==> src/rtl/div_pkg.sv <==
// Shared constants and state encoding for the sequential restoring divider.
package div_pkg;

  localparam int unsigned DIV_WIDTH = 32;
  localparam int unsigned DIV_CNT_W = $clog2(DIV_WIDTH);

  typedef logic [1:0] div_state_t;

  localparam div_state_t IDLE = 2'd0;
  localparam div_state_t CALC = 2'd1;
  localparam div_state_t SIGN = 2'd2;

endpackage

==> src/rtl/div_step.sv <==
// One radix-2 restoring iteration: shift {rem,quo} left, trial-subtract the divisor.
module div_step
  import div_pkg::*;
#(
  parameter int unsigned WIDTH = DIV_WIDTH
) (
  input  logic [WIDTH-1:0] rem,
  input  logic [WIDTH-1:0] quo,
  input  logic [WIDTH-1:0] divisor,
  output logic [WIDTH-1:0] rem_nxt,
  output logic [WIDTH-1:0] quo_nxt
);

  logic [WIDTH:0] rem_sh;
  logic [WIDTH:0] trial;

  // Trial subtract over WIDTH+1 bits; the top bit of trial is the borrow/sign.
  always_comb begin
    rem_sh = {rem, quo[WIDTH-1]};
    trial  = rem_sh - {1'b0, divisor};
    if (!trial[WIDTH]) begin
      rem_nxt = trial[WIDTH-1:0];
      quo_nxt = {quo[WIDTH-2:0], 1'b1};
    end else begin
      rem_nxt = rem_sh[WIDTH-1:0];
      quo_nxt = {quo[WIDTH-2:0], 1'b0};
    end
  end

endmodule

==> src/rtl/div_seq.sv <==
// Iterative radix-2 restoring divider with start/done handshake.
// Optional feature: define DIV_SIGNED_EN for signed two's complement operands.
module div_seq
  import div_pkg::*;
#(
  parameter int unsigned WIDTH = DIV_WIDTH
) (
  input  logic             clk,
  input  logic             rst,
  input  logic             start,
  input  logic [WIDTH-1:0] x,
  input  logic [WIDTH-1:0] y,
  output logic             busy,
  output logic             done,
  output logic [WIDTH-1:0] quotient,
  output logic [WIDTH-1:0] remainder,
  output logic             div_by_zero
);

  localparam int unsigned CW = $clog2(WIDTH);

  div_state_t state, state_nxt;

  logic [CW-1:0]    count;
  logic [WIDTH-1:0] rem_r, quo_r, div_r, x_r;
  logic [WIDTH-1:0] rem_step, quo_step;
  logic [WIDTH-1:0] x_abs, y_abs;
  logic [WIDTH-1:0] res_q, res_r;
  logic             dz_r;
  logic             special;

`ifdef DIV_SIGNED_EN
  logic ovf;
  logic ovf_r, neg_q_r, neg_r_r;

  // Operand magnitudes and detection of the one unrepresentable quotient.
  always_comb begin
    x_abs   = x[WIDTH-1] ? -x : x;
    y_abs   = y[WIDTH-1] ? -y : y;
    ovf     = (x == {1'b1, {(WIDTH-1){1'b0}}}) && (y == '1);
    special = (y == '0) || ovf;
  end
`else
  // Unsigned operands are used as-is; only divide-by-zero bypasses CALC.
  always_comb begin
    x_abs   = x;
    y_abs   = y;
    special = (y == '0);
  end
`endif

  div_step #(.WIDTH(WIDTH)) u_step (
    .rem     (rem_r),
    .quo     (quo_r),
    .divisor (div_r),
    .rem_nxt (rem_step),
    .quo_nxt (quo_step)
  );

  // State register.
  always_ff @(posedge clk or posedge rst) begin
    if (rst) state <= IDLE;
    else     state <= state_nxt;
  end

  // Next-state logic.
  always_comb begin
    state_nxt = state;
    case (state)
      IDLE:    if (start) state_nxt = special ? SIGN : CALC;
      CALC:    if (count == '0) state_nxt = SIGN;
      SIGN:    state_nxt = IDLE;
      default: state_nxt = IDLE;
    endcase
  end

  // Final result selection, including special cases and sign correction.
  always_comb begin
    res_q = quo_r;
    res_r = rem_r;
    if (dz_r) begin
      res_q = '1;
      res_r = x_r;
    end
`ifdef DIV_SIGNED_EN
    else if (ovf_r) begin
      res_q = {1'b1, {(WIDTH-1){1'b0}}};
      res_r = '0;
    end else begin
      res_q = neg_q_r ? -quo_r : quo_r;
      res_r = neg_r_r ? -rem_r : rem_r;
    end
`endif
  end

  // Operand load, iteration registers and registered outputs.
  always_ff @(posedge clk or posedge rst) begin
    if (rst) begin
      busy        <= 1'b0;
      done        <= 1'b0;
      quotient    <= '0;
      remainder   <= '0;
      div_by_zero <= 1'b0;
      count       <= '0;
      rem_r       <= '0;
      quo_r       <= '0;
      div_r       <= '0;
      x_r         <= '0;
      dz_r        <= 1'b0;
`ifdef DIV_SIGNED_EN
      ovf_r       <= 1'b0;
      neg_q_r     <= 1'b0;
      neg_r_r     <= 1'b0;
`endif
    end else begin
      done <= 1'b0;
      case (state)
        IDLE: begin
          if (start) begin
            busy  <= 1'b1;
            rem_r <= '0;
            quo_r <= x_abs;
            div_r <= y_abs;
            x_r   <= x;
            dz_r  <= (y == '0);
            count <= CW'(WIDTH - 1);
`ifdef DIV_SIGNED_EN
            ovf_r   <= ovf;
            neg_q_r <= x[WIDTH-1] ^ y[WIDTH-1];
            neg_r_r <= x[WIDTH-1];
`endif
          end
        end
        CALC: begin
          rem_r <= rem_step;
          quo_r <= quo_step;
          count <= count - CW'(1);
        end
        SIGN: begin
          busy        <= 1'b0;
          done        <= 1'b1;
          quotient    <= res_q;
          remainder   <= res_r;
          div_by_zero <= dz_r;
        end
        default: ;
      endcase
    end
  end

endmodule

==> config.mk <==
export PLATFORM = sky130hd
export DESIGN_NAME = div_seq
export DESIGN_NICKNAME = d
export VERILOG_FILES = /design/src/rtl/div_pkg.sv /design/src/rtl/div_step.sv /design/src/rtl/div_seq.sv
export SDC_FILE = /design/constraint.sdc
export NUM_CORES = 1
export LEC_CHECK = 0
export BUFFER_PORTS_ARGS = -buffer_cell sky130_fd_sc_hd__buf_2
export CORE_AREA = 2 2 210 212
export DETAILED_ROUTE_END_ITERATION = 8
export DIE_AREA = 0 0 212 214
export HOLD_SLACK_MARGIN = 0.02
export SLEW_MARGIN = 20
export SYNTH_ARGS = -nofsm -noshare
export SYNTH_HDL_FRONTEND = slang
export SYNTH_SLANG_ARGS = --single-unit
==> constraint.sdc <==
create_clock -name clk -period 6.27 [get_ports clk]
set_input_delay 0 -clock clk [delete_from_list [all_inputs] [get_ports clk]]
set_output_delay 0 -clock clk [all_outputs]
set_load 0.02 [all_outputs]
==> results of run 1 <==
[metal layers]
metal	routed length (um)	share of wire, %	vias to the layer above
li1	-	-	4343
met1	15000	48	4301
met3	1350	4.3	48
met2	14200	46	240
met4	687	2.2	2
met5	13	0.042	-
[final cells by class]
class | count | area share [%]
well taps | 585 | 5.50
clock inverters | 14 | 1.39
clock buffers | 26 | 4.56
inverters | 45 | 1.32
repair buffers | 209 | 10.7
flip-flops and latches | 203 | 38.2
multi-input cells | 818 | 38.4
[sequential cells by signal, indices dropped and copies added (netlist names)]
signal,count
div_r,32
done,1
rem_r,32
x_r,32
div_by_zero,1
dz_r,1
busy,1
quotient,32
state,2
count,5
remainder,32
quo_r,32
[critical path: cells and delay by family (launching register included)]
kind | cells | cell delay, ns
DFF | 1 | 0.41
adders and majority gates | 2 | 0.59
and+or+nand+nor | 2 | 0.99
buffers and inverters | 3 | 0.48
AOI/OAI and AO/OA | 6 | 1.26
[cells by family (layout without fill, tap and decap cells)]
logic type	Yosys count	count (layout)	synth area share (%)
flops	203	203	47.7
compound gates	329	329	19.0
xor+xnor	20	20	1.64
simple gates	367	367	16.2
buf+inv	121	294	4.64
mux	67	67	6.69
fa+ha+maj	35	35	4.18
[power by group through the flow]
stage	Combinational, mW	Sequential (mW)	Clock [mW]
finish	3.93	2.31	1.42
global route	4.36	2.38	1.52
CTS	3.92	2.31	1.45
detailed placement	3.87	2.33	0
global placement	3.79	2.31	0
floorplan	2.83	2.37	0
[through the flow]
| stage | util [%] | std cells | instance area [sq um] |
|---|---|---|---|
| 3_5_place_dp | 27.6 | 1794 | 11900 |
| 5_1_grt | 31.1 | 1900 | 13300 |
| 2_1_floorplan | - | 1142 | 10700 |
| 3_3_place_gp | 27.6 | 1794 | 11900 |
| 6_report | 31.1 | 1900 | 13300 |
| 4_1_cts | 31.0 | 1899 | 13300 |
[final timing paths]
kind / from / to / slack (ns) / cells after the start
setup / recovery: quo_r[31] / rem_r[15] / 2.40 / 13
hold / removal: start / quo_r[6] / 0.18 / 5
setup reg to reg: quo_r[31] / rem_r[15] / 2.40 / 13
hold reg to reg: div_by_zero / div_by_zero / 0.47 / 2
max in group asynchronous: rst / state[0] / 4.49 / 4
min in group asynchronous: rst / x_r[5] / 0.21 / 3
[layout by cell type (no fill, tap or decap), drive strengths merged, types with 3 or more instances in the layout]
cell type	instances
nand3	7
clkinv	4
dlygate4sd3	65
nor2b	5
mux2	34
a311oi	3
nand4	16
a21oi	77
clkbuf	26
nand2	198
o21ai	147
nor4	8
inv	45
and2	3
o21a	4
bufinv	4
ha	34
mux2i	33
clkinvlp	6
nor2	62
and3	9
a31oi	5
or3	3
buf	144
and3b	30
dfrtp	203
a2111oi	3
nor3	11
o211ai	24
a211oi	10
xor2	8
xnor2	12
o2111ai	6
a221o	14
nand2b	9
o21bai	6
a22oi	3
a21o	10
==> flow_metrics.py, run 1 <==
metrics = {
    "outcome": {
        "status": "finished clean",
    },
    "pwr": {
        "pwr-share-seq_pct": 30.2,
        "swShare_pct": 43.6,
        "p_leak_nw": 5.98,
        "p_total_mw": 7.66,
        "power_switching_mw": 3.34,
        "p_clk_share_pct": 18.5,
        "p_comb_share_pct": 51.3,
        "irDropWorstVdd_v": 0.000191,
        "internal_power_mw": 4.32,
        "powerDensity_nw_per_um2": 575,
    },
    "setup_path": {
        "cpPeakStageDelay_ns": 0.67,
        "cp-end-kind": "flop",
        "path_class": "reg -> reg",
        "crit_required_ns": 6.67,
        "cp.arrival_ns": 4.27,
        "path_cells": "inv_1 -> ha_1 -> inv_1 -> fa_1 -> a211oi_1 -> o21ai_1 -> o21ai_2 -> a21bo_2 -> a211oi_1 -> or3_1 -> buf_4 -> and2_4 -> a221o_1",
        "cp_max_fo": 29,
        "startpoint_type": "flop",
        "cp_slowest_cell": "or3_1",
    },
    "logic_synthesis": {
        "synth_area_per_cell_sq_um": 9.33,
        "yosys.area.top_type": "dfrtp_1",
        "yosys-top-cells-area": "dfrtp_1, nand2_1, o21ai_0, ha_1, mux2_2",
        "syn_nets": 1244,
        "yosys-top-cells-count": "dfrtp_1, nand2_1, o21ai_0",
        "yosysWarnings": 0,
        "netlist_area_sq_um": 10700,
        "ys_seq_elements": 203,
        "async_flop_share_pct": 100,
        "ys.flop_type": "dfrtp_1",
        "syn_inst": 1142,
        "synth_top_area_share_pct": 47.7,
        "synth-edff-count": 0,
        "yosysMostFrequentCell": "dfrtp_1",
        "synth.distinct_cells": 62,
        "ys_seq_area_share_pct": 47.7,
    },
    "sta": {
        "post-route-period-util_pct": 61.7,
        "hold_slack_ns": 0.178,
        "tns_ns": 0,
        "setup_viol": 0,
        "clock_skew_ns": 0.0115,
        "worst_slew_pin_slew_ns": 1.07,
        "relSlewSlack_pct": 28.4,
        "timing.fmax_mhz": 258,
        "finalHoldViolCount": 0,
        "worst_slack_ns": 2.40,
        "period_minus_slack_ns": 3.87,
        "drv_slew": 0,
        "rsz0062_at_grt": "no",
    },
    "detailed_routing": {
        "avgRoutedWirePerCell_um": 16.4,
        "vias": 8934,
        "drt_iter0_drc": 570,
        "drc_errors": 0,
        "firstDrtPassIters": 5,
        "viasPerCell": 4.70,
        "wl_mm": 31.2,
        "postRouteAntennaNets": 0,
    },
    "global_route": {
        "grt_util_met2_pct": 21.4,
        "grt_max_degree": 132,
        "grt_overflow": 0,
        "use_met1_pct": 19.4,
        "track_usage_pct": 13.7,
        "top_usage_layer": "met2",
        "grt_pass1_vias": 8837,
        "antenna_found_initial": 1,
        "grt_pass1_wl_mm": 49.7,
        "gr-usage-met3_pct": 2.08,
    },
    "die": {
        "rows": 76,
        "die-height_um": 214,
        "initial_core_util_pct": 24.9,
        "core_sq_um": 42900,
        "ios": 134,
        "fp.dieArea_sq_um": 45400,
        "die_w_um": 212,
    },
    "finish": {
        "n_antenna_cell": 0,
        "multi_input_area_sq_um": 5120,
        "ff_latch_area_sq_um": 5080,
        "fillerInstances": 4463,
        "syn_to_final_growth_pct": 25.0,
        "fin_nets": 1401,
        "drive_above_1_share_pct": 18.5,
    },
    "cts": {
        "cts_buffer_depth": 3,
        "clk_latency_ns": 0.52,
        "postCtsSetupBuffers": 0,
        "cts.repair.resized": 0,
        "cts_hold_buf": 65,
        "root_buffer": "clkbuf_16",
        "cts_tree": "done",
        "numCtsBuffers": 22,
        "htreeDepth": 1,
        "clkSinkCount": 203,
        "cts.clk_slew.worst_paths_ns": 0.06,
    },
    "placed_design": {
        "hpwl_mm": 22.3,
        "pre_cts_ws_ns": 2.44,
        "place.gp.congestion": 0.873,
        "io_buffers": 133,
    },
    "flow_run": {
        "drv_cap": 0,
    },
    "hold_path": {
        "hold_path.class": "in -> reg",
    },
}
Note: power is estimated with default switching activity, not from simulation.
==> run 2: changes to the inputs <==
==> constraint.sdc (replaced) <==
create_clock -name clk -period 3.2 [get_ports clk]
set_input_delay 0 -clock clk [delete_from_list [all_inputs] [get_ports clk]]
set_output_delay 0 -clock clk [all_outputs]
set_load 0.02 [all_outputs]
==> flow_metrics.py, run 2 (synthesis results as in run 1) <==
metrics = {
    "outcome": {
        "status": "finished clean",
    },
    "placed_design": {
        "place.gp.congestion": 0.893,
        "io_buffers": 133,
        "hpwl_mm": 23.4,
    },
    "global_route": {
        "grt_max_degree": 78,
        "grt_pass1_vias": 9016,
        "antenna_found_initial": 1,
        "grt_pass1_wl_mm": 49.9,
        "track_usage_pct": 13.7,
        "grt_overflow": 0,
    },
    "sta": {
        "period_minus_slack_ns": 3.12,
        "finalHoldViolCount": 0,
        "setup_viol": 0,
        "post-route-period-util_pct": 97.4,
        "hold_slack_ns": 0.191,
        "drv_slew": 0,
        "rsz0062_at_grt": "yes",
        "clock_skew_ns": 0.0236,
        "timing.fmax_mhz": 321,
        "relSlewSlack_pct": 36.5,
        "worst_slew_pin_slew_ns": 0.950,
    },
    "finish": {
        "drive_above_1_share_pct": 19.9,
        "fin_util_pct": 31.5,
        "syn_to_final_growth_pct": 26.8,
        "fillerInstances": 4450,
        "final_cell_mix": "dfrtp_1, nand2_1, o21ai_0, buf_2, a21oi_1",
        "fin_nets": 1425,
        "final_common_cell": "dfrtp_1",
    },
    "cts": {
        "clkSinkCount": 203,
        "numCtsBuffers": 22,
        "cts.clk_slew.worst_paths_ns": 0.06,
        "cts_buffer_depth": 3,
        "root_buffer": "clkbuf_16",
        "htreeDepth": 1,
        "postCtsSetupBuffers": 0,
        "cts_tree": "done",
        "clk_latency_ns": 0.52,
    },
    "pwr": {
        "powerDensity_nw_per_um2": 1120,
        "internal_power_mw": 8.63,
        "swShare_pct": 43.2,
        "p_leak_nw": 6.10,
        "power_switching_mw": 6.56,
        "p_clk_share_pct": 17.5,
        "irDropWorstVdd_v": 0.000457,
        "p_comb_share_pct": 52.7,
        "pwr-share-seq_pct": 29.8,
    },
    "die": {
        "rows": 76,
        "core_sq_um": 42900,
        "fp.dieArea_sq_um": 45400,
        "die-height_um": 214,
        "die_w_um": 212,
        "initial_core_util_pct": 24.9,
        "ios": 134,
    },
    "detailed_routing": {
        "drt_iter0_drc": 560,
        "wl_mm": 31.2,
        "drc_errors": 0,
        "viasPerCell": 4.63,
        "vias": 8910,
        "firstDrtPassIters": 5,
        "postRouteAntennaNets": 0,
        "avgRoutedWirePerCell_um": 16.2,
    },
    "setup_path": {
        "cp_slowest_cell": "or3_1",
        "cp.arrival_ns": 3.50,
        "crit_required_ns": 3.58,
        "startpoint_type": "flop",
        "path_class": "reg -> reg",
        "cp-end-kind": "flop",
        "path_cells": "inv_1 -> ha_1 -> inv_1 -> fa_1 -> a211oi_2 -> o21ai_2 -> o21ai_2 -> a21bo_2 -> a211oi_1 -> or3_1 -> and2_4 -> a221o_1",
        "cp_max_fo": 23,
        "cpPeakStageDelay_ns": 0.42,
        "critPathTopFamily": "compound AO/OA/AOI/OAI gates",
        "critical_path_buf_inv_count": 2,
    },
    "flow_run": {
        "drv_cap": 0,
    },
    "hold_path": {
        "hold_path.class": "in -> async",
    },
}
## run 2: changes by cell type in the layout (fill, tap and decap cells not counted), moves of 2 or more
cell / change
buf_12: +4
buf_4: +20
clkbuf_1: +2
clkinv_4: +2
clkinvlp_4: -5
## run 2: power groups by stage
| stage | Sequential, mW | Clock, mW | Combinational, mW |
|---|---|---|---|
| finish | 4.53 | 2.66 | 8.00 |
| global route | 4.67 | 2.84 | 8.91 |
| CTS | 4.53 | 2.72 | 7.95 |
| detailed placement | 4.56 | 0 | 7.86 |
| global placement | 4.54 | 0 | 7.71 |
| floorplan | 4.65 | 0 | 5.54 |
## run 2: area by class of cell
cell class	instances	area, sq um	area share (%)
diodes	1	2.50	0.0185
flip-flops and latches	203	5080	37.6
multi-input cells	818	5130	38.0
inverters	45	173	1.28
repair buffers	233	1630	12.1
clock buffers	29	628	4.65
clock inverters	9	128	0.945
well taps	585	732	5.42
## run 2: stage by stage
stage / std cells / worst slack [ns] / TNS, ns / total power, mW / area [sq um]
after detailed placement: 1819 / 0.0334 / 0 / 12.4 / 12100
after global routing: 1922 / -0.0186 / -0.0968 / 16.4 / 13500
after floorplan: 1142 / 0.196 / 0 / 10.2 / 10700
after CTS: 1922 / 0.0249 / 0 / 15.2 / 13500
final: 1923 / 0.0833 / 0 / 15.2 / 13500
after global placement: 1819 / 0.103 / 0 / 12.2 / 12100
## run 2: path summary, 6_finish.rpt
path | startpoint | endpoint | depth (start not counted) | slack [ns]
setup / recovery | quo_r[31] | rem_r[8] | 12 | 0.08
hold / removal | rst | div_by_zero | 3 | 0.19
setup reg to reg | quo_r[31] | rem_r[8] | 12 | 0.08
hold reg to reg | remainder[30] | remainder[30] | 2 | 0.47
max in group asynchronous | rst | state[0] | 4 | 2.15
min in group clk | start | div_r[17] | 5 | 0.23
## run 2: worst register-to-register path, delay by kind of cell (launching register included)
| kind | cells | cell delay, ns |
|---|---|---|
| AND/OR/NAND/NOR | 2 | 0.70 |
| AO/OA/AOI/OAI | 6 | 1.16 |
| buffers and inverters | 2 | 0.15 |
| flip-flops | 1 | 0.40 |
| adder cells (fa/ha/maj) | 2 | 0.59 |
## run 2: per-layer routing
layer	track usage [%]	routed length (um)	vias to the layer above
met5	0	16	-
met4	3.78	701	2
met3	2.33	1670	45
met2	21.8	14100	225
met1	19.0	14700	4252
li1	-	-	4386
## run 2: what timing repair did
item / 4_1_cts / 5_1_grt
hold endpoints to repair: 126 / 0
setup endpoints to repair: 0 / 22
hold buffers: 65 / 0
gates resized for setup: 0 / 6
